File: src/rtl/mem_arbiter.sv
// Memory arbiter: round-robin between the instruction-fetch and load/store ports,
// one outstanding downstream transaction at a time, with a response timeout.
module mem_arbiter #(
  parameter int XLEN    = 64,
  parameter int TIMEOUT = 255
) (
  input  logic            clk,
  input  logic            rst_n,
  input  logic            if_req,
  input  logic [XLEN-1:0] if_addr,
  output logic            if_gnt,
  output logic            if_rvalid,
  output logic [31:0]     if_rdata,
  output logic            if_err,
  input  logic            ls_req,
  input  logic            ls_we,
  input  logic [XLEN-1:0] ls_addr,
  input  logic [XLEN-1:0] ls_wdata,
  input  logic [2:0]      ls_op,
  output logic            ls_gnt,
  output logic            ls_rvalid,
  output logic [XLEN-1:0] ls_rdata,
  output logic            ls_err,
  output logic            mem_valid,
  input  logic            mem_ready,
  output logic [XLEN-1:0] mem_addr,
  output logic            mem_we,
  output logic [XLEN-1:0] mem_wdata,
  output logic [2:0]      mem_op,
  input  logic            mem_rvalid,
  input  logic [XLEN-1:0] mem_rdata
);

  localparam int CW = (TIMEOUT < 2) ? 1 : $clog2(TIMEOUT + 1);
  localparam int HI = (XLEN >= 64) ? 32 : 0;

  typedef enum logic [1:0] {IDLE, REQ, RESP} state_t;

  state_t          state;
  logic            owner_ls;
  logic            prio_ls;
  logic            lat_we;
  logic [XLEN-1:0] lat_addr;
  logic [XLEN-1:0] lat_wdata;
  logic [2:0]      lat_op;
  logic [CW-1:0]   cnt;
  logic            in_idle;
  logic            grant_if;
  logic            grant_ls;
  logic            done;
  logic            expire;
  logic [31:0]     fetch_word;

  // LSU wins a tie only when IFU was the most recent winner
  assign in_idle  = rst_n && (state == IDLE);
  assign grant_if = in_idle && if_req && (!ls_req || !prio_ls);
  assign grant_ls = in_idle && ls_req && (!if_req || prio_ls);
  assign if_gnt   = grant_if;
  assign ls_gnt   = grant_ls;

  // A response arriving in the last waiting cycle still beats the timeout
  assign done   = ((state == REQ) && mem_ready && mem_rvalid) ||
                  ((state == RESP) && mem_rvalid);
  assign expire = (state != IDLE) && !done && (cnt == CW'(TIMEOUT - 1));

  assign mem_valid = (state == REQ);
  assign mem_addr  = mem_valid ? lat_addr  : '0;
  assign mem_we    = mem_valid && lat_we;
  assign mem_wdata = mem_valid ? lat_wdata : '0;
  assign mem_op    = mem_valid ? lat_op    : 3'd0;

  assign fetch_word = lat_addr[2] ? mem_rdata[HI +: 32] : mem_rdata[31:0];

  always_ff @(posedge clk) begin
    if (!rst_n) begin
      state     <= IDLE;
      owner_ls  <= 1'b0;
      prio_ls   <= 1'b0;
      lat_we    <= 1'b0;
      lat_addr  <= '0;
      lat_wdata <= '0;
      lat_op    <= 3'd0;
      cnt       <= '0;
      if_rvalid <= 1'b0;
      if_rdata  <= '0;
      if_err    <= 1'b0;
      ls_rvalid <= 1'b0;
      ls_rdata  <= '0;
      ls_err    <= 1'b0;
    end else begin
      if_rvalid <= 1'b0;
      if_rdata  <= '0;
      if_err    <= 1'b0;
      ls_rvalid <= 1'b0;
      ls_rdata  <= '0;
      ls_err    <= 1'b0;
      case (state)
        IDLE: begin
          if (grant_if || grant_ls) begin
            state     <= REQ;
            owner_ls  <= grant_ls;
            prio_ls   <= grant_if;
            lat_addr  <= grant_ls ? ls_addr : if_addr;
            lat_we    <= grant_ls && ls_we;
            lat_wdata <= grant_ls ? ls_wdata : '0;
            lat_op    <= grant_ls ? ls_op : 3'd0;
            cnt       <= '0;
          end
        end
        REQ, RESP: begin
          cnt <= cnt + 1'b1;
          if (done || expire) begin
            state <= IDLE;
            if (owner_ls) begin
              ls_rvalid <= 1'b1;
              ls_err    <= expire;
              ls_rdata  <= expire ? '0 : mem_rdata;
            end else begin
              if_rvalid <= 1'b1;
              if_err    <= expire;
              if_rdata  <= expire ? '0 : fetch_word;
            end
          end else if ((state == REQ) && mem_ready) begin
            state <= RESP;
          end
        end
        default: state <= IDLE;
      endcase
    end
  end

endmodule

File: config.mk
export PLATFORM = sky130hd
export DESIGN_NAME = mem_arbiter
export DESIGN_NICKNAME = d
export VERILOG_FILES = /design/src/rtl/mem_arbiter.sv
export SDC_FILE = /design/constraint.sdc
export NUM_CORES = 1
export LEC_CHECK = 0
export ABC_AREA = 1
export BUFFER_PORTS_ARGS = -buffer_cell sky130_fd_sc_hd__buf_4
export CAP_MARGIN = 15
export CELL_PAD_IN_SITES_DETAIL_PLACEMENT = 1
export CELL_PAD_IN_SITES_GLOBAL_PLACEMENT = 1
export CORE_AREA = 2 2 193 195
export CTS_CLUSTER_DIAMETER = 120
export DETAILED_ROUTE_END_ITERATION = 6
export DIE_AREA = 0 0 195 197
export GPL_TIMING_DRIVEN = 0
export PLACE_DENSITY_LB_ADDON = 0.08
export SLEW_MARGIN = 0
export SYNTH_ARGS = -nofsm -noshare
export SYNTH_HDL_FRONTEND = slang
export SYNTH_SLANG_ARGS = --single-unit
File: constraint.sdc
create_clock -name clk -period 2 [get_ports clk]
set_clock_uncertainty 0.05 [all_clocks]
set_input_delay 0.3 -clock clk [delete_from_list [all_inputs] [get_ports clk]]
set_output_delay 0.3 -clock clk [all_outputs]
set_load 0.005 [all_outputs]
==> flow_results.xml, run 1 <==
<?xml version="1.0" encoding="UTF-8"?>
<metrics>
  <group name="status">
    <metric name="run_status" unit="">finished, violations left</metric>
    <metric name="failed_checks" unit="">setup timing</metric>
  </group>
  <group name="cts">
    <metric name="clock_latency" unit="ns">0.56</metric>
    <metric name="clkSlewWorstSetupHoldPaths" unit="ns">0.06</metric>
    <metric name="cts_htree_levels" unit="">1</metric>
    <metric name="cts_made_buffers" unit="">29</metric>
    <metric name="cts_tree" unit="">done</metric>
    <metric name="max-clock-path-buffers" unit="">3</metric>
    <metric name="root_buffer" unit="">sky130_fd_sc_hd__clkbuf_16</metric>
    <metric name="tritoncts_num_sinks" unit="">244</metric>
  </group>
  <group name="worst_setup_path">
    <metric name="crit_path_cell_trace" unit="">inv_4, ha_4, clkbuf_16, clkbuf_16, nand2_4, inv_4, buf_6</metric>
    <metric name="worst_path_largest_cell_delay" unit="ns">0.34</metric>
    <metric name="crit_fanout" unit="">8</metric>
    <metric name="path_delay_family" unit="">buffers and inverters</metric>
    <metric name="start_kind" unit="">flop</metric>
    <metric name="crit_path_end_kind" unit="">primary output</metric>
    <metric name="critical_path_cell_count" unit="">7</metric>
    <metric name="timing_worst_setup_path_type" unit="">flop to primary output</metric>
    <metric name="critical_path_buf_inv_count" unit="">5</metric>
    <metric name="ff2ff_setup_slack" unit="ns">-0.10</metric>
    <metric name="crit_path_max_delay_cell_type" unit="">sky130_fd_sc_hd__dfxtp_2</metric>
    <metric name="critPathArrivalTime" unit="ns">1.83</metric>
    <metric name="worst-r2r-cell-count" unit="">14</metric>
    <metric name="timing.rr.start" unit="">state[1]</metric>
    <metric name="worst_r2r_end" unit="">ls_rdata[38]</metric>
    <metric name="req_time_crit_path" unit="ns">1.65</metric>
  </group>
  <group name="floorplanning">
    <metric name="die-width" unit="µm">195</metric>
    <metric name="die-area" unit="µm²">38400</metric>
    <metric name="initial_utilization" unit="%">27.3</metric>
    <metric name="floorplan.io_pins" unit="">501</metric>
    <metric name="dieHeight" unit="µm">197</metric>
    <metric name="core_area" unit="µm²">36300</metric>
    <metric name="rows" unit="">70</metric>
  </group>
  <group name="finish">
    <metric name="final_layout_size_suffix_gt1_share" unit="%">40.1</metric>
    <metric name="footprint_of_the_flip_flops_and_latches" unit="µm²">4890</metric>
    <metric name="flow.area_growth_from_synthesis" unit="%">102</metric>
    <metric name="final_area" unit="µm²">20000</metric>
    <metric name="n_fill_cell" unit="">4263</metric>
    <metric name="area_of_the_multi_input_gates" unit="µm²">4530</metric>
    <metric name="final_net_count" unit="">2482</metric>
  </group>
  <group name="synth">
    <metric name="ys_seq_elements" unit="">244</metric>
    <metric name="synth.cells.most_frequent" unit="">427 x sky130_fd_sc_hd__nand2_1, 244 x sky130_fd_sc_hd__dfxtp_1, 211 x sky130_fd_sc_hd__inv_1</metric>
    <metric name="seq_area_frac_synth" unit="%">49.4</metric>
    <metric name="mappedNetlistArea" unit="µm²">9890</metric>
    <metric name="synth-warning-count" unit="">0</metric>
    <metric name="synth-edff-count" unit="">0</metric>
    <metric name="ys.flop_type" unit="">sky130_fd_sc_hd__dfxtp_1</metric>
    <metric name="postSynthNetCount" unit="">1658</metric>
    <metric name="post_synth_mux_area_share" unit="%">0</metric>
    <metric name="synth_async_sr_flop_share" unit="%">0</metric>
    <metric name="synth_compound_area_share" unit="%">12.9</metric>
    <metric name="yosys.area_share.adder" unit="%">0.759</metric>
    <metric name="synth-simple-area-share" unit="%">23.9</metric>
    <metric name="post_synthesis_mean_instance_area" unit="µm²">7.13</metric>
    <metric name="syn-instance-count" unit="">1386</metric>
    <metric name="ys_types" unit="">32</metric>
    <metric name="largest_family_of_logic_cells_by_synthesized_area" unit="">simple AND/OR/NAND/NOR gates</metric>
    <metric name="most_frequent_cell_after_synthesis" unit="">sky130_fd_sc_hd__nand2_1</metric>
    <metric name="synth_top_area_cell" unit="">sky130_fd_sc_hd__dfxtp_1</metric>
    <metric name="post_synth_xor_area_fraction" unit="%">0.266</metric>
    <metric name="yosysTopAreaCellShare" unit="%">49.4</metric>
    <metric name="post_synth_main_area_contributors" unit="">sky130_fd_sc_hd__dfxtp_1 49%, sky130_fd_sc_hd__nand2_1 16%, sky130_fd_sc_hd__inv_1 8.0%</metric>
  </group>
  <group name="routing">
    <metric name="num_vias" unit="">12200</metric>
    <metric name="drtAntennaViolNets" unit="">0</metric>
    <metric name="average_vias_per_placed_instance" unit="">4.51</metric>
    <metric name="detail_route.first_pass.iterations" unit="">5</metric>
    <metric name="drt-initial-drc-count" unit="">340</metric>
    <metric name="detail_route.wl_per_cell" unit="µm">18.2</metric>
    <metric name="drc" unit="">0</metric>
    <metric name="routed_wl" unit="mm">49.3</metric>
  </group>
  <group name="global_route">
    <metric name="grt_overflow_total" unit="">0</metric>
    <metric name="antenna_violations_before_repair" unit="">4</metric>
    <metric name="vias_in_the_first_global_route" unit="">13300</metric>
    <metric name="global_route_wire_length_before_repair" unit="mm">74.0</metric>
    <metric name="grt_start_max_net_pins" unit="">20</metric>
    <metric name="track_usage" unit="%">24.3</metric>
  </group>
  <group name="placed_design">
    <metric name="post-place-ws" unit="ns">-0.659</metric>
    <metric name="place_area" unit="µm²">14200</metric>
    <metric name="final_weighted_congestion_in_routability_driven_placement" unit="">0.826</metric>
    <metric name="portBuffers" unit="">500</metric>
    <metric name="place.detailed.hpwl" unit="mm">31.8</metric>
  </group>
  <group name="sta">
    <metric name="finalCritPeriodShare" unit="%">109</metric>
    <metric name="finalSetupViolations" unit="">205</metric>
    <metric name="worstMarginPinSlew" unit="ns">0.679</metric>
    <metric name="rsz0062_at_grt" unit="">true</metric>
    <metric name="fmaxAchievable" unit="GHz">0.458</metric>
    <metric name="hold_viol_final" unit="">0</metric>
    <metric name="setup_total_negative_slack" unit="ns">-21.42</metric>
    <metric name="report.final.slew_viol_count" unit="">0</metric>
    <metric name="finalHoldWorstSlack" unit="ns">0.0222</metric>
    <metric name="postLayoutSetupSlackWorst" unit="ns">-0.181</metric>
    <metric name="max-slew-margin-rel" unit="%">54.7</metric>
    <metric name="finalCriticalPeriod" unit="ns">2.18</metric>
  </group>
  <group name="worst_hold_path">
    <metric name="hold_startpoint" unit="">if_addr[0]</metric>
    <metric name="hold_path_depth" unit="">3</metric>
    <metric name="hold_path_class" unit="">input port to flop</metric>
    <metric name="min_delay_worst_endpoint" unit="">lat_addr[0]</metric>
  </group>
  <group name="power_and_ir_drop">
    <metric name="power.static_leakage" unit="µW">0.0108</metric>
    <metric name="power-per-cell-area" unit="nW/µm²">861</metric>
    <metric name="ir_worst_vdd" unit="mV">0.661</metric>
  </group>
  <group name="job">
    <metric name="timing.max_cap.violations" unit="">0</metric>
  </group>
</metrics>
layer usage:
metal / part of all wire [%] / vias to the layer above / GRT usage (%)
li1: - / 5895 / -
met1: 38 / 5772 / 26.9
met2: 52 / 415 / 45.3
met3: 5.9 / 114 / 5.29
met4: 4.1 / 0 / 9.58
met5: 0 / - / 0
tightest hold or removal path, cell delays in order:
cell and delay [ns]:
sky130_fd_sc_hd__buf_4 0.12, sky130_fd_sc_hd__nand2_1 0.06, sky130_fd_sc_hd__a31oi_1 0.08
power breakdown:
| part | total, µW | internal, µW | switching [µW] |
|---|---|---|---|
| Combinational | 5620 | 2720 | 2900 |
| Sequential | 5850 | 5400 | 455 |
| Clock | 5730 | 3560 | 2170 |
placed cells by master (no fill, tap or decap), drive strengths merged, types with 3 or more instances in the layout:
cell type and instances:
diode 5, o21ai 65, ha 6, a21oi 109, buf 559, nor2 140, dlygate4sd3 257, clkbuf 106
clkinv 6, nand2 434, a31oi 63, bufinv 5, inv 215, dfxtp 244, nand3 9, nand4 3
metrics by stage:
stage	total power, µW	std cells	utilization (%)
2_1_floorplan	7600	1386	-
3_3_place_gp	9160	2354	39.2
3_5_place_dp	9220	2354	39.2
4_1_cts	16900	2687	53.4
5_1_grt	18000	2705	55.1
6_report	17200	2706	55.1
logic make-up after synthesis:
family / Yosys count
and+or+nand+nor: 592
adders and majority gates: 6
xor gates and xnor gates: 3
buffers and inverters: 302
AOI/OAI and AO/OA: 239
DFF: 244
layout make-up:
class / instances / area share (%)
Sequential cell: 244 / 24.5
Multi-Input combinational cell: 841 / 22.6
Inverter: 214 / 4.12
Clock buffer: 42 / 4.23
Timing Repair Buffer: 796 / 36.3
Antenna cell: 5 / 0.0626
Tap cell: 468 / 2.93
Clock inverter: 12 / 0.945
Buffer: 84 / 4.31
what timing repair did:
| item | 4_1_cts | 5_1_grt |
|---|---|---|
| setup buffers | 11 | 12 |
| gates resized for setup | 408 | 144 |
| gates cloned | 13 | 4 |
| pin swaps | 75 | 29 |
| hold buffers | 257 | 0 |
| endpoints found under the hold margin | 227 | 0 |
| setup endpoints to repair | 363 | 352 |
sequential cells by signal, summed over array words and instances, names as in the netlist:
signal     flops
ls_rdata      64
state          2
owner_ls       1
if_err         1
ls_rvalid      1
lat_we         1
lat_wdata     64
lat_op         3
ls_err         1
cnt            8
prio_ls        1
if_rdata      32
lat_addr      64
if_rvalid      1
how the worst max path moves through the flow:
stage	start	to
floorplan	state[1]	mem_addr[48]
global placement	state[1]	mem_wdata[54]
detailed placement	state[1]	mem_wdata[54]
CTS	state[1]	mem_wdata[54]
global route	state[1]	mem_addr[49]
finish	state[1]	mem_wdata[54]
(Power assumes the default switching activity.)
==> run 2, diff against run 1 <==
--- a/config.mk
+++ b/config.mk
@@ -6,6 +6,7 @@
 export NUM_CORES = 1
 export LEC_CHECK = 0
 export ABC_AREA = 1
+export ABC_CLOCK_PERIOD_IN_PS = 2000
 export BUFFER_PORTS_ARGS = -buffer_cell sky130_fd_sc_hd__buf_4
 export CAP_MARGIN = 15
 export CELL_PAD_IN_SITES_DETAIL_PLACEMENT = 1
@@ -16,6 +17,7 @@
 export DIE_AREA = 0 0 195 197
 export GPL_TIMING_DRIVEN = 0
 export PLACE_DENSITY_LB_ADDON = 0.08
+export RECOVER_POWER = 50
 export SLEW_MARGIN = 0
 export SYNTH_ARGS = -nofsm -noshare
 export SYNTH_HDL_FRONTEND = slang
==> flow_results.xml, run 2 (synthesis results as in run 1) <==
<?xml version="1.0" encoding="UTF-8"?>
<metrics>
  <group name="floorplanning">
    <metric name="floorplan.io_pins" unit="">501</metric>
    <metric name="die-width" unit="µm">195</metric>
    <metric name="dieHeight" unit="µm">197</metric>
    <metric name="rows" unit="">70</metric>
    <metric name="die-area" unit="µm²">38400</metric>
    <metric name="initial_utilization" unit="%">27.3</metric>
    <metric name="core_area" unit="µm²">36300</metric>
  </group>
  <group name="placed_design">
    <metric name="final_weighted_congestion_in_routability_driven_placement" unit="">0.826</metric>
    <metric name="post-place-ws" unit="ns">-0.659</metric>
    <metric name="place.detailed.hpwl" unit="mm">31.8</metric>
    <metric name="portBuffers" unit="">500</metric>
  </group>
  <group name="finish">
    <metric name="flow.area_growth_from_synthesis" unit="%">100</metric>
    <metric name="post_layout_util" unit="%">54.6</metric>
    <metric name="final_layout_size_suffix_gt1_share" unit="%">37.8</metric>
    <metric name="layout_top_registers" unit="">lat_addr: 64 flops, lat_wdata: 64 flops, ls_rdata: 64 flops</metric>
    <metric name="mostFrequentLayoutCells" unit="">326 x sky130_fd_sc_hd__nand2_1, 323 x sky130_fd_sc_hd__buf_4, 257 x sky130_fd_sc_hd__dlygate4sd3_1, 241 x sky130_fd_sc_hd__dfxtp_1, 115 x sky130_fd_sc_hd__nor2_1</metric>
    <metric name="layout.cells.most_common" unit="">sky130_fd_sc_hd__nand2_1</metric>
    <metric name="final_net_count" unit="">2482</metric>
  </group>
  <group name="sta">
    <metric name="finalCriticalPeriod" unit="ns">2.18</metric>
    <metric name="postLayoutSetupSlackWorst" unit="ns">-0.184</metric>
    <metric name="report.final.slew_viol_count" unit="">0</metric>
    <metric name="fmaxAchievable" unit="GHz">0.458</metric>
    <metric name="hold_viol_final" unit="">0</metric>
    <metric name="max-slew-margin-rel" unit="%">55.9</metric>
    <metric name="worstMarginPinSlew" unit="ns">0.662</metric>
    <metric name="finalCritPeriodShare" unit="%">109</metric>
    <metric name="finalSetupViolations" unit="">207</metric>
    <metric name="rsz0062_at_grt" unit="">true</metric>
  </group>
  <group name="power_and_ir_drop">
    <metric name="p_sw_share" unit="%">32.1</metric>
    <metric name="total_switching_power" unit="µW">5520</metric>
    <metric name="power.share.clock" unit="%">33.3</metric>
    <metric name="power_frac_seq" unit="%">34.1</metric>
    <metric name="cellInternalPower" unit="µW">11700</metric>
    <metric name="ir_worst_vdd" unit="mV">0.662</metric>
    <metric name="power_frac_comb" unit="%">32.6</metric>
    <metric name="power.static_leakage" unit="µW">0.0106</metric>
    <metric name="power-per-cell-area" unit="nW/µm²">868</metric>
  </group>
  <group name="worst_setup_path">
    <metric name="worst_r2r_end" unit="">ls_rdata[38]</metric>
    <metric name="critical_path_buf_inv_count" unit="">5</metric>
    <metric name="start_kind" unit="">flop</metric>
    <metric name="crit_path_end_kind" unit="">primary output</metric>
    <metric name="timing.rr.start" unit="">state[1]</metric>
    <metric name="crit_path_cell_trace" unit="">inv_4, ha_4, clkbuf_16, clkbuf_16, nand2_4, inv_4, buf_6</metric>
    <metric name="critPathArrivalTime" unit="ns">1.83</metric>
    <metric name="ff2ff_setup_slack" unit="ns">-0.10</metric>
    <metric name="worst_path_largest_cell_delay" unit="ns">0.34</metric>
    <metric name="path_delay_family" unit="">buffers and inverters</metric>
    <metric name="worst-r2r-cell-count" unit="">14</metric>
    <metric name="crit_path_max_delay_cell_type" unit="">sky130_fd_sc_hd__dfxtp_2</metric>
    <metric name="req_time_crit_path" unit="ns">1.65</metric>
    <metric name="crit_fanout" unit="">8</metric>
    <metric name="timing_worst_setup_path_type" unit="">flop to primary output</metric>
  </group>
  <group name="status">
    <metric name="failed_checks" unit="">setup timing</metric>
    <metric name="run_status" unit="">finished, violations left</metric>
  </group>
  <group name="routing">
    <metric name="drtAntennaViolNets" unit="">0</metric>
    <metric name="detail_route.wl_per_cell" unit="µm">18.2</metric>
    <metric name="num_vias" unit="">12200</metric>
    <metric name="drt-initial-drc-count" unit="">375</metric>
    <metric name="routed_wl" unit="mm">49.3</metric>
    <metric name="average_vias_per_placed_instance" unit="">4.50</metric>
    <metric name="detail_route.first_pass.iterations" unit="">5</metric>
    <metric name="drc" unit="">0</metric>
  </group>
  <group name="worst_hold_path">
    <metric name="hold_path_depth" unit="">3</metric>
    <metric name="min_delay_worst_endpoint" unit="">lat_addr[0]</metric>
    <metric name="hold_startpoint" unit="">if_addr[0]</metric>
    <metric name="hold_path_class" unit="">input port to flop</metric>
  </group>
  <group name="global_route">
    <metric name="track_usage" unit="%">24.3</metric>
    <metric name="grt_overflow_total" unit="">0</metric>
    <metric name="vias_in_the_first_global_route" unit="">13300</metric>
    <metric name="grt_start_max_net_pins" unit="">20</metric>
    <metric name="antenna_violations_before_repair" unit="">4</metric>
    <metric name="global_route_wire_length_before_repair" unit="mm">74.0</metric>
  </group>
  <group name="cts">
    <metric name="clkSlewWorstSetupHoldPaths" unit="ns">0.06</metric>
    <metric name="max-clock-path-buffers" unit="">3</metric>
    <metric name="clock_latency" unit="ns">0.56</metric>
    <metric name="tritoncts_num_sinks" unit="">244</metric>
    <metric name="cts_made_buffers" unit="">29</metric>
    <metric name="cts_tree" unit="">done</metric>
    <metric name="cts_htree_levels" unit="">1</metric>
    <metric name="root_buffer" unit="">sky130_fd_sc_hd__clkbuf_16</metric>
  </group>
  <group name="job">
    <metric name="timing.max_cap.violations" unit="">0</metric>
  </group>
</metrics>
run 2: metal layers:
metal | GRT usage (%) | wire length (µm) | vias up
li1 | - | - | 5895
met1 | 26.9 | 18800 | 5762
met2 | 45.3 | 25600 | 417
met3 | 5.29 | 2910 | 115
met4 | 9.58 | 2020 | 0
met5 | 0 | 0 | -
run 2: metrics by stage:
stage,hold WS (ns),power [µW],area [µm²],std cells,TNS (ns)
floorplan,0.362,7600,9890,1386,0
global placement,0.399,9160,14200,2354,-60.69
detailed placement,0.403,9220,14200,2354,-72.60
CTS,0.000840,16900,19300,2687,-23.20
global route,0.0173,18000,19800,2705,-45.00
finish,0.0247,17200,19800,2706,-21.57
run 2: power by group through the flow:
stage | combinational, µW | clock [µW] | sequential, µW
3_3_place_gp | 3430 | 0 | 5730
2_1_floorplan | 1920 | 0 | 5680
4_1_cts | 5230 | 5850 | 5790
6_report | 5600 | 5730 | 5850
3_5_place_dp | 3470 | 0 | 5750
5_1_grt | 6060 | 6040 | 5910
run 2: cell type report:
class                           instances  area (µm²)
Antenna cell                            5        12.5
Buffer                                 84         861
Clock buffer                           42         845
Clock inverter                         12         189
Fill cell                            4297       16500
Inverter                              214         823
Multi-Input combinational cell        841        4530
Sequential cell                       244        4890
Tap cell                              468         586
Timing Repair Buffer                  796        7070
run 2: what timing repair did:
item	4_1_cts	5_1_grt
pin swaps	75	29
buffers inserted	11	12
hold endpoints to repair	227	0
hold buffers	257	0
setup endpoints to repair	363	352
cloned	13	4
resized for setup	408	144
run 2: tightest hold or removal path: stages:
cell and delay (ns):
sky130_fd_sc_hd__buf_4 0.12, sky130_fd_sc_hd__nand2_1 0.07, sky130_fd_sc_hd__a31oi_1 0.08
run 2: how the worst max path moves through the flow:
stage / start / endpoint / slack, ns / cells after the start
after floorplan: state[1] / mem_addr[48] / 0.26 / 7
after global placement: state[1] / mem_wdata[54] / -0.65 / 8
after detailed placement: state[1] / mem_wdata[54] / -0.66 / 8
after CTS: state[1] / mem_wdata[54] / -0.21 / 8
after global routing: state[1] / mem_addr[49] / -0.25 / 7
final: state[1] / mem_wdata[54] / -0.18 / 7
==> run 3, diff against run 2 <==
--- a/config.mk
+++ b/config.mk
@@ -6,16 +6,17 @@
 export NUM_CORES = 1
 export LEC_CHECK = 0
 export ABC_AREA = 1
-export ABC_CLOCK_PERIOD_IN_PS = 2000
+export ABC_CLOCK_PERIOD_IN_PS = 1800
 export BUFFER_PORTS_ARGS = -buffer_cell sky130_fd_sc_hd__buf_4
 export CAP_MARGIN = 15
 export CELL_PAD_IN_SITES_DETAIL_PLACEMENT = 1
 export CELL_PAD_IN_SITES_GLOBAL_PLACEMENT = 1
-export CORE_AREA = 2 2 193 195
+export CORE_AREA = 2 2 197 199
 export CTS_CLUSTER_DIAMETER = 120
 export DETAILED_ROUTE_END_ITERATION = 6
-export DIE_AREA = 0 0 195 197
+export DIE_AREA = 0 0 199 201
 export GPL_TIMING_DRIVEN = 0
+export MAX_ROUTING_LAYER = met4
 export PLACE_DENSITY_LB_ADDON = 0.08
 export RECOVER_POWER = 50
 export SLEW_MARGIN = 0
==> constraint.sdc (replaced) <==
create_clock -name clk -period 1.8 [get_ports clk]
set_clock_uncertainty 0.05 [all_clocks]
set_input_delay 0.27 -clock clk [delete_from_list [all_inputs] [get_ports clk]]
set_output_delay 0.27 -clock clk [all_outputs]
set_load 0.005 [all_outputs]
==> flow_results.xml, run 3 (synthesis results as in run 1) <==
<?xml version="1.0" encoding="UTF-8"?>
<metrics>
  <group name="placed_design">
    <metric name="final_weighted_congestion_in_routability_driven_placement" unit="">0.844</metric>
    <metric name="place.detailed.hpwl" unit="mm">32.6</metric>
    <metric name="portBuffers" unit="">500</metric>
  </group>
  <group name="floorplanning">
    <metric name="floorplan.io_pins" unit="">501</metric>
    <metric name="dieHeight" unit="µm">201</metric>
    <metric name="core_area" unit="µm²">38100</metric>
    <metric name="die-width" unit="µm">199</metric>
    <metric name="die-area" unit="µm²">40000</metric>
    <metric name="initial_utilization" unit="%">25.9</metric>
    <metric name="rows" unit="">72</metric>
  </group>
  <group name="power_and_ir_drop">
    <metric name="power_frac_seq" unit="%">31.6</metric>
    <metric name="power.static_leakage" unit="µW">0.0116</metric>
    <metric name="power-per-cell-area" unit="nW/µm²">945</metric>
    <metric name="power.share.clock" unit="%">29.0</metric>
    <metric name="total_power" unit="µW">20900</metric>
    <metric name="ir_worst_vdd" unit="mV">0.615</metric>
    <metric name="p_sw_share" unit="%">33.7</metric>
    <metric name="total_switching_power" unit="µW">7050</metric>
    <metric name="cellInternalPower" unit="µW">13900</metric>
    <metric name="power_frac_comb" unit="%">39.4</metric>
  </group>
  <group name="routing">
    <metric name="drtAntennaViolNets" unit="">0</metric>
    <metric name="detail_route.first_pass.iterations" unit="">4</metric>
    <metric name="routed_wl" unit="mm">53.4</metric>
    <metric name="detail_route.wl_per_cell" unit="µm">19.0</metric>
    <metric name="drc" unit="">0</metric>
    <metric name="num_vias" unit="">12500</metric>
    <metric name="drt-initial-drc-count" unit="">291</metric>
    <metric name="average_vias_per_placed_instance" unit="">4.45</metric>
  </group>
  <group name="cts">
    <metric name="clock_latency" unit="ns">0.55</metric>
    <metric name="max-clock-path-buffers" unit="">3</metric>
    <metric name="cts_htree_levels" unit="">1</metric>
    <metric name="cts_made_buffers" unit="">30</metric>
    <metric name="clkSlewWorstSetupHoldPaths" unit="ns">0.06</metric>
    <metric name="cts_tree" unit="">done</metric>
    <metric name="root_buffer" unit="">sky130_fd_sc_hd__clkbuf_16</metric>
    <metric name="tritoncts_num_sinks" unit="">244</metric>
  </group>
  <group name="global_route">
    <metric name="global_route_wire_length_before_repair" unit="mm">75.7</metric>
    <metric name="vias_in_the_first_global_route" unit="">13700</metric>
    <metric name="antenna_violations_before_repair" unit="">4</metric>
    <metric name="track_usage" unit="%">24.9</metric>
    <metric name="grt_overflow_total" unit="">0</metric>
    <metric name="grt_start_max_net_pins" unit="">15</metric>
  </group>
  <group name="sta">
    <metric name="setup_total_negative_slack" unit="ns">-90.90</metric>
    <metric name="hold_viol_final" unit="">0</metric>
    <metric name="finalHoldWorstSlack" unit="ns">0.0361</metric>
    <metric name="report.final.slew_viol_count" unit="">0</metric>
    <metric name="finalCriticalPeriod" unit="ns">2.16</metric>
    <metric name="max-slew-margin-rel" unit="%">43.9</metric>
    <metric name="finalSetupViolations" unit="">369</metric>
    <metric name="rsz0062_at_grt" unit="">true</metric>
    <metric name="fmaxAchievable" unit="GHz">0.462</metric>
    <metric name="finalCritPeriodShare" unit="%">120</metric>
    <metric name="worstMarginPinSlew" unit="ns">0.842</metric>
    <metric name="postLayoutSetupSlackWorst" unit="ns">-0.363</metric>
  </group>
  <group name="finish">
    <metric name="footprint_of_the_flip_flops_and_latches" unit="µm²">4890</metric>
    <metric name="final_layout_size_suffix_gt1_share" unit="%">48.7</metric>
    <metric name="layout.cells.most_common" unit="">sky130_fd_sc_hd__buf_4</metric>
    <metric name="mostFrequentLayoutCells" unit="">364 x sky130_fd_sc_hd__buf_4, 292 x sky130_fd_sc_hd__nand2_1, 257 x sky130_fd_sc_hd__dlygate4sd3_1, 242 x sky130_fd_sc_hd__dfxtp_1, 130 x sky130_fd_sc_hd__buf_6</metric>
    <metric name="n_fill_cell" unit="">4337</metric>
    <metric name="flow.area_growth_from_synthesis" unit="%">124</metric>
    <metric name="area_of_the_multi_input_gates" unit="µm²">5610</metric>
    <metric name="layout_top_registers" unit="">lat_addr: 64 flops, lat_wdata: 64 flops, ls_rdata: 64 flops</metric>
    <metric name="final_net_count" unit="">2532</metric>
  </group>
  <group name="status">
    <metric name="failed_checks" unit="">setup timing</metric>
    <metric name="run_status" unit="">finished, violations left</metric>
  </group>
  <group name="worst_setup_path">
    <metric name="worst_path_largest_cell_delay" unit="ns">0.35</metric>
    <metric name="timing.critical_path.to" unit="">mem_wdata[52]</metric>
    <metric name="timing_worst_setup_path_type" unit="">flop to primary output</metric>
    <metric name="crit_path_end_kind" unit="">primary output</metric>
    <metric name="crit_fanout" unit="">8</metric>
    <metric name="worst_setup_path_startpoint" unit="">state[1]</metric>
    <metric name="crit_path_max_delay_cell_type" unit="">sky130_fd_sc_hd__dfxtp_2</metric>
    <metric name="critical_path_buf_inv_count" unit="">6</metric>
    <metric name="start_kind" unit="">flop</metric>
    <metric name="worst_r2r_end" unit="">if_rdata[5]</metric>
    <metric name="critical_path_cell_count" unit="">8</metric>
    <metric name="crit_path_cell_trace" unit="">inv_4, ha_4, buf_12, clkbuf_16, clkbuf_16, nand2_4, inv_2, buf_6</metric>
    <metric name="timing.rr.start" unit="">state[1]</metric>
    <metric name="worst-r2r-cell-count" unit="">14</metric>
    <metric name="critPathArrivalTime" unit="ns">1.84</metric>
    <metric name="req_time_crit_path" unit="ns">1.48</metric>
    <metric name="path_delay_family" unit="">buffers and inverters</metric>
    <metric name="path_common_cell" unit="">sky130_fd_sc_hd__clkbuf_16</metric>
    <metric name="ff2ff_setup_slack" unit="ns">-0.33</metric>
  </group>
  <group name="worst_hold_path">
    <metric name="hold_path_class" unit="">input port to flop</metric>
  </group>
  <group name="job">
    <metric name="timing.max_cap.violations" unit="">0</metric>
  </group>
</metrics>
## run 3: cell count changes in the layout (fill, tap and decap cells not counted), sizes merged
cell and change:
bufinv -4, buf +96, inv -1, clkbuf -42, nand2 +1, diode -1
## run 3: layout make-up
| cell class | instances | share of cell area [%] |
|---|---|---|
| Buffer | 84 | 4.53 |
| Timing Repair Buffer | 844 | 36.8 |
| Multi-Input combinational cell | 842 | 25.3 |
| Clock inverter | 7 | 0.288 |
| Inverter | 214 | 3.73 |
| Clock buffer | 48 | 4.24 |
| Antenna cell | 4 | 0.0452 |
| Tap cell | 518 | 2.93 |
| Sequential cell | 244 | 22.1 |
## run 3: what timing repair did
item | 4_1_cts | 5_1_grt
pin swaps | 71 | 64
endpoints found under the hold margin | 227 | 0
hold buffers | 257 | 0
cloned | 28 | 10
setup buffers | 28 | 25
endpoints found under the setup margin | 374 | 375
resized for setup | 498 | 474
## run 3: worst min-delay path by stage
| stage | from | cells past startpoint | to | slack [ns] |
|---|---|---|---|---|
| 3_3_place_gp | lat_wdata[58] | 2 | lat_wdata[58] | 0.40 |
| 5_1_grt | ls_addr[2] | 3 | lat_addr[2] | 0.02 |
| 2_1_floorplan | mem_rdata[32] | 2 | ls_rdata[32] | 0.33 |
| 3_5_place_dp | lat_wdata[18] | 2 | lat_wdata[18] | 0.40 |
| 6_report | ls_addr[2] | 3 | lat_addr[2] | 0.04 |
| 4_1_cts | ls_addr[2] | 3 | lat_addr[2] | 0.008 |
## run 3: routing by layer
| metal | GRT usage, % | up-vias | wire length (µm) |
|---|---|---|---|
| li1 | - | 6010 | - |
| met1 | 26.8 | 5989 | 20500 |
| met2 | 45.2 | 392 | 28100 |
| met3 | 5.76 | 84 | 3210 |
| met4 | 7.36 | 0 | 1580 |
| met5 | - | - | 0 |
## run 3: power groups by stage
stage	sequential (µW)	combinational (µW)	clock, µW
after CTS	6410	6690	6260
after detailed placement	6390	3880	0
after floorplan	6310	2130	0
after global routing	6680	8780	6460
final	6610	8260	6080
after global placement	6360	3830	0
## run 3: worst reg2reg max path: stages (launching register included)
cell                        delay (ns)
sky130_fd_sc_hd__dfxtp_2          0.34
sky130_fd_sc_hd__inv_4            0.07
sky130_fd_sc_hd__ha_4             0.16
sky130_fd_sc_hd__buf_12           0.11
sky130_fd_sc_hd__buf_16           0.15
sky130_fd_sc_hd__nand2_8          0.07
sky130_fd_sc_hd__nand2_4          0.06
sky130_fd_sc_hd__nand2_4          0.07
sky130_fd_sc_hd__nand2_4          0.07
sky130_fd_sc_hd__nand2_4          0.05
sky130_fd_sc_hd__buf_6            0.12
sky130_fd_sc_hd__nor3_4           0.25
sky130_fd_sc_hd__nand2_4          0.19
sky130_fd_sc_hd__clkbuf_16        0.23
sky130_fd_sc_hd__nor2_4           0.08
## run 3: stage by stage
stage | instance area (µm²) | worst slack [ns] | utilization [%] | instances
2_1_floorplan | 9890 | 0.0907 | - | 1386
3_3_place_gp | 14300 | -0.749 | 37.5 | 2404
3_5_place_dp | 14300 | -0.767 | 37.5 | 2404
5_1_grt | 22200 | -0.444 | 58.1 | 2805
6_report | 22200 | -0.363 | 58.1 | 2805
4_1_cts | 20200 | -0.368 | 53.1 | 2772
